$ cat src/rtl/pipe_ctrl_pkg.sv
// ============================================================================
// pipe_ctrl_pkg : shared stall indices, state encodings and default addresses
// Rev 1.0
// ============================================================================
`default_nettype none

package pipe_ctrl_pkg;

    localparam int c_stall_w   = 6;
    localparam int c_stall_pc  = 0;
    localparam int c_stall_if  = 1;
    localparam int c_stall_id  = 2;
    localparam int c_stall_ex  = 3;
    localparam int c_stall_mem = 4;
    localparam int c_stall_wb  = 5;

    localparam logic [c_stall_w-1:0] c_stall_none     = 6'b000000;
    localparam logic [c_stall_w-1:0] c_stall_by_ex    = 6'b001111;
    localparam logic [c_stall_w-1:0] c_stall_by_id    = 6'b000111;
    localparam logic [c_stall_w-1:0] c_stall_by_fetch = 6'b000011;

    typedef enum logic [1:0] {
        ST_BOOT     = 2'd0,
        ST_FETCH    = 2'd1,
        ST_WAIT     = 2'd2,
        ST_REDIRECT = 2'd3
    } state_e;

    localparam logic c_chip_enable  = 1'b1;
    localparam logic c_chip_disable = 1'b0;

    localparam logic [31:0] c_default_reset_pc   = 32'h0000_0000;
    localparam logic [31:0] c_default_exc_vector = 32'h0000_0020;

endpackage

`default_nettype wire

$ cat src/rtl/pipe_ctrl_fetch_timer.sv
// ============================================================================
// fetch_timer : loadable up-counter with terminal-count flag (fetch timeout)
// Rev 1.0
// ============================================================================
`default_nettype none

module fetch_timer #(
    parameter int TERMINAL = 15,
    parameter int CNT_W    = $clog2(TERMINAL + 1)
) (
    input  logic             clk,
    input  logic             rst_n,
    input  logic             i_load,
    input  logic [CNT_W-1:0] i_load_val,
    input  logic             i_inc,
    output logic             o_tc
);

    logic [CNT_W-1:0] r_count;

    // Any cycle that neither loads nor counts returns the timer to idle.
    always_ff @(posedge clk or negedge rst_n) begin
        if (!rst_n) begin
            r_count <= '0;
        end else if (i_load) begin
            r_count <= i_load_val;
        end else if (i_inc) begin
            r_count <= r_count + 1'b1;
        end else begin
            r_count <= '0;
        end
    end

    assign o_tc = (r_count == CNT_W'(TERMINAL));

endmodule

`default_nettype wire

$ cat src/rtl/pipe_ctrl.sv
// ============================================================================
// pipe_ctrl : PC enable, stall vector, flush and redirect sequencing for the
// five-stage pipeline. Optional perf counters under PIPE_CTRL_PERF_EN.
// Rev 1.0
// ============================================================================
`default_nettype none

module pipe_ctrl
    import pipe_ctrl_pkg::*;
#(
    parameter int                ADDR_W     = 32,
    parameter logic [ADDR_W-1:0] RESET_PC   = ADDR_W'(c_default_reset_pc),
    parameter logic [ADDR_W-1:0] EXC_VECTOR = ADDR_W'(c_default_exc_vector),
    parameter int                TIMEOUT    = 15
) (
    input  logic              clk,
    input  logic              rst,
    input  logic              stallreq_id,
    input  logic              stallreq_ex,
    input  logic              branch_flag,
    input  logic [ADDR_W-1:0] branch_target,
    input  logic              excp_valid,
    input  logic              eret_valid,
    input  logic [ADDR_W-1:0] epc,
    input  logic              imem_ack,
    output logic              imem_req,
    output logic              pc_ce,
    output logic [5:0]        stall,
    output logic              flush,
    output logic              pc_load,
    output logic [ADDR_W-1:0] pc_load_addr,
    output logic              fetch_err
`ifdef PIPE_CTRL_PERF_EN
    ,
    output logic [31:0]       stall_cycles,
    output logic [15:0]       redirect_count
`endif
);

    localparam int CNT_W = $clog2(TIMEOUT + 1);

    state_e              r_state;
    logic                r_pc_load;
    logic                r_flush;
    logic                r_fetch_err;
    logic [ADDR_W-1:0]   r_pc_load_addr;

    logic                w_in_fetch;
    logic                w_in_wait;
    logic                w_active;
    logic [5:0]          w_stall;
    logic                w_take_exc;
    logic                w_take_eret;
    logic                w_take_br;
    logic                w_redirect_req;
    logic                w_timeout;
    logic                w_enter_redirect;
    logic [ADDR_W-1:0]   w_target;
    logic                w_timer_load;
    logic                w_timer_inc;
    logic                w_timer_tc;

    assign w_in_fetch = (r_state == ST_FETCH);
    assign w_in_wait  = (r_state == ST_WAIT);
    assign w_active   = w_in_fetch | w_in_wait;

    always_comb begin
        w_stall = c_stall_none;
        if (!w_active) begin
            w_stall = c_stall_none;
        end else if (stallreq_ex) begin
            w_stall = c_stall_by_ex;
        end else if (stallreq_id) begin
            w_stall = c_stall_by_id;
        end else if (w_in_wait || !imem_ack) begin
            w_stall = c_stall_by_fetch;
        end
    end

    // Branches are held off while ID is frozen; exceptions and ERETs are not.
    assign w_take_exc     = w_active & excp_valid;
    assign w_take_eret    = w_active & ~excp_valid & eret_valid;
    assign w_take_br      = w_active & ~excp_valid & ~eret_valid & branch_flag
                          & ~w_stall[c_stall_id];
    assign w_redirect_req = w_take_exc | w_take_eret | w_take_br;
    assign w_timeout      = w_in_wait & ~imem_ack & w_timer_tc & ~w_redirect_req;
    assign w_enter_redirect = w_redirect_req | w_timeout;

    always_comb begin
        w_target = EXC_VECTOR;
        if (w_take_eret) begin
            w_target = epc;
        end else if (w_take_br) begin
            w_target = branch_target;
        end
    end

    assign w_timer_load = w_in_fetch & ~imem_ack & ~w_redirect_req;
    assign w_timer_inc  = w_in_wait & ~imem_ack & ~w_enter_redirect;

    fetch_timer #(
        .TERMINAL (TIMEOUT),
        .CNT_W    (CNT_W)
    ) u_fetch_timer (
        .clk        (clk),
        .rst_n      (rst),
        .i_load     (w_timer_load),
        .i_load_val (CNT_W'(1)),
        .i_inc      (w_timer_inc),
        .o_tc       (w_timer_tc)
    );

    always_ff @(posedge clk or negedge rst) begin
        if (!rst) begin
            r_state        <= ST_BOOT;
            r_pc_load      <= 1'b0;
            r_flush        <= 1'b0;
            r_fetch_err    <= 1'b0;
            r_pc_load_addr <= RESET_PC;
        end else begin
            r_pc_load   <= 1'b0;
            r_flush     <= 1'b0;
            r_fetch_err <= 1'b0;
            case (r_state)
                ST_BOOT: begin
                    r_state        <= ST_FETCH;
                    r_pc_load      <= 1'b1;
                    r_pc_load_addr <= RESET_PC;
                end
                ST_FETCH, ST_WAIT: begin
                    if (w_enter_redirect) begin
                        r_state        <= ST_REDIRECT;
                        r_pc_load      <= 1'b1;
                        r_pc_load_addr <= w_target;
                        r_flush        <= ~w_take_br;
                        r_fetch_err    <= w_timeout;
                    end else begin
                        r_state <= imem_ack ? ST_FETCH : ST_WAIT;
                    end
                end
                ST_REDIRECT: begin
                    r_state <= ST_FETCH;
                end
                default: begin
                    r_state <= ST_BOOT;
                end
            endcase
        end
    end

    assign imem_req     = w_active;
    assign pc_ce        = (r_state == ST_BOOT) ? c_chip_disable : c_chip_enable;
    assign stall        = w_stall;
    assign flush        = r_flush;
    assign pc_load      = r_pc_load;
    assign pc_load_addr = r_pc_load_addr;
    assign fetch_err    = r_fetch_err;

`ifdef PIPE_CTRL_PERF_EN
    logic [31:0] r_stall_cycles;
    logic [15:0] r_redirect_count;

    always_ff @(posedge clk or negedge rst) begin
        if (!rst) begin
            r_stall_cycles   <= '0;
            r_redirect_count <= '0;
        end else begin
            if (w_stall[c_stall_pc] && (r_stall_cycles != '1)) begin
                r_stall_cycles <= r_stall_cycles + 1'b1;
            end
            if (w_enter_redirect && (r_redirect_count != '1)) begin
                r_redirect_count <= r_redirect_count + 1'b1;
            end
        end
    end

    assign stall_cycles   = r_stall_cycles;
    assign redirect_count = r_redirect_count;
`endif

endmodule

`default_nettype wire

$ cat config.mk
export PLATFORM = sky130hd
export DESIGN_NAME = pipe_ctrl
export DESIGN_NICKNAME = d
export VERILOG_FILES = /design/src/rtl/pipe_ctrl_pkg.sv /design/src/rtl/pipe_ctrl_fetch_timer.sv /design/src/rtl/pipe_ctrl.sv
export SDC_FILE = /design/constraint.sdc
export NUM_CORES = 1
export LEC_CHECK = 0
export BUFFER_PORTS_ARGS = -buffer_cell sky130_fd_sc_hd__buf_2
export CORE_UTILIZATION = 47
export DETAILED_ROUTE_END_ITERATION = 7
export GPL_TIMING_DRIVEN = 0
export PLACE_DENSITY = 0.84
export SLEW_MARGIN = 20
export SYNTH_ARGS = -nofsm -noshare
export SYNTH_HDL_FRONTEND = slang
export SYNTH_SLANG_ARGS = --single-unit
$ cat constraint.sdc
create_clock -name clk -period 3.5 [get_ports clk]
set_input_delay 0.175 -clock clk [delete_from_list [all_inputs] [get_ports clk]]
set_output_delay 0.175 -clock clk [all_outputs]
set_load 0.1 [all_outputs]
==> metrics <==
status finished clean; grt ovf 0; Max-Cap Viols 0; Die W 66.4 um; largest net degree at the start of global routing 42; Final #Nets 395; Tot GR Track Use 22.2%; CTS sink cnt 41; Chip Height 66.4 um; most frequent cells in the layout buf_2, dfrtp_1, inv_1; cell taking the most area after synthesis dfrtp_1; Final Skew 0.00444 ns; HPWL Detailed 3470 um; worst endpoint data arrival time 2.33 ns; synthesized area 1950 um2; die area 4410 um2; Slowest-stage cell, CP buf_2; share of cells above drive strength 1 42.6%; flops & latches, synth 41; Iter 0 DRT Violations 88; Core Region 4000 um2; Max Fclk 0.400 GHz; crit-path cells inv_1 > ha_1 > clkbuf_1 > inv_1 > a31oi_2 > buf_4 > buf_2; critical path data required time 3.32 ns; CTS Buffer Depth 2; crit-path max cell delay 0.41 ns; Post-Syn Instances 198; Worst-path clk slew 0.07 ns; Worst setup SP type register; relative slew slack 41.2%; commonest non-fill, non-tap cell in the layout buf_2; Rows 23; post-route ant nets 0; # H-tree levels 2; DRC 0; DR vias 1,805; fin. max-slew vios 0; initial antenna violation count 0; sequential area share after synthesis 52.6%; Hold Fails Final Rpt 0; Tcrit/Tclk final 71.5%; critical path buffer and inverter count 5; Synth top area share 52.6%; WL final 4670 um; area delta synth->final 38.4%; Root Driver clkbuf_8; vias in the first global route 1,659; Hold Crit Class in2async; Worst-Margin Slew 0.882 ns; crit path kind reg2out; worst-path fanout max 9; total iterations of the first detailed-routing run 4; Largest delay share family, worst path buffers and inverters; final setup TNS 0 ns; distinct cell type count after synthesis 31; post-cts resize count 0; CTS buffer count 5; Ys Warns 0; initial core utilization 48.7%; most frequent CP cell inv_1; CTS tree built; post-CTS setup buffers 0; routed vias/inst 4.89; GP Congestion 0.926; Worst-Skew Late Latency 0.28 ns; I/O pin cnt 115; ranking of synthesized cells by area dfrtp_1, a22oi_1, o21ai_0; first-pass GRT wire length 7230 um; Final setup viols 0; unrepaired setup endpoints after global routing no; minimum clock period 2.50 ns; hold buffer count at CTS 0; CP Capture Type output port; Mapped Avg Cell Area 9.85 um2; port bufs 112; n_diodes 0; DR WL/cell 12.7 um
## synthesized netlist by cell type
| cell type | n |
|---|---|
| a2111o_1 | 1 |
| a21boi_4 | 1 |
| a21oi_1 | 4 |
| a22oi_1 | 31 |
| a31oi_1 | 1 |
| and2_1 | 1 |
| and3_1 | 2 |
| buf_2 | 6 |
| buf_4 | 3 |
| buf_6 | 3 |
| clkbuf_1 | 2 |
| conb_1 | 1 |
| dfrtp_1 | 41 |
| ha_1 | 5 |
| inv_1 | 38 |
| nand2_1 | 4 |
| nand3_1 | 1 |
| nand4b_1 | 1 |
| nor2_1 | 9 |
| nor2b_1 | 1 |
| nor3_1 | 2 |
| nor3b_1 | 1 |
| o2111ai_2 | 1 |
| o21a_1 | 1 |
| o21ai_0 | 30 |
| o21ai_1 | 2 |
| o32ai_1 | 1 |
| or2_2 | 1 |
| or3b_4 | 1 |
| xnor2_1 | 1 |
| xor2_1 | 1 |
## worst paths after layout
| kind | end | start | depth (start not counted) | slack (ns) |
|---|---|---|---|---|
| worst max-delay path | stall[1] | r_state[0]$_DFF_PN0_ | 7 | 1.0 |
| worst min-delay path | r_state[1]$_DFF_PN0_ | rst | 1 | 0.007 |
| worst max register to register | pc_load_addr[21]$_DFFE_PN0P_ | r_state[0]$_DFF_PN0_ | 8 | 1.46 |
| worst min register to register | pc_load_addr[11]$_DFFE_PN0P_ | pc_load_addr[11]$_DFFE_PN0P_ | 2 | 0.53 |
| max in group asynchronous | pc_load_addr[21]$_DFFE_PN0P_ | rst | 1 | 2.95 |
| min in group clk | pc_load_addr[17]$_DFFE_PN0P_ | epc[17] | 3 | 0.11 |
## routing by layer
layer	GRT usage (%)	vias up	routed length [um]
li1	-	906	-
met1	27.5	818	1980
met2	37.5	77	2380
met3	4.66	4	285
met4	8.51	0	23
met5	0	-	0
## state kept, by name, summed over array words and instances, names as in the netlist
register               flops
r_state                    2
u_fetch_timer.r_count      4
fetch_err                  1
pc_load_addr              32
flush                      1
pc_load                    1
## area by class of cell
| type | count | area (um2) |
|---|---|---|
| fill | 325 | 1300 |
| sequential | 41 | 1030 |
| multi-input combinational | 106 | 697 |
| timing repair buffer | 112 | 561 |
| inverter | 38 | 143 |
| buffer | 14 | 93.8 |
| clock buffer | 7 | 86.3 |
| tap | 50 | 62.6 |
| clock inverter | 1 | 30.0 |
## kinds of logic after synthesis
kind of cell	after synthesis	share of synthesized area [%]
compound gates	73	24.6
xor+xnor	2	0.899
fa+ha+maj	5	3.21
buf+inv	52	12.1
flops	41	52.6
other cells	1	0.192
simple gates	24	6.29
## stage by stage
stage               cell area (um2)  hold WS, ns  worst slack, ns  util [%]  cells
floorplan                      1960       -0.121            0.143         -    199
global placement               2580        0.347             1.36      64.6    361
detailed placement             2580        0.354             1.36      64.6    361
CTS                            2700       0.0391             1.01      67.5    369
global route                   2700       0.0697            0.801      67.5    369
finish                         2700      0.00723            0.999      67.5    369
Power is left out: the tool's default activity adds up to more than one toggle a clock period on the data nets, which glitch-free logic cannot reach.
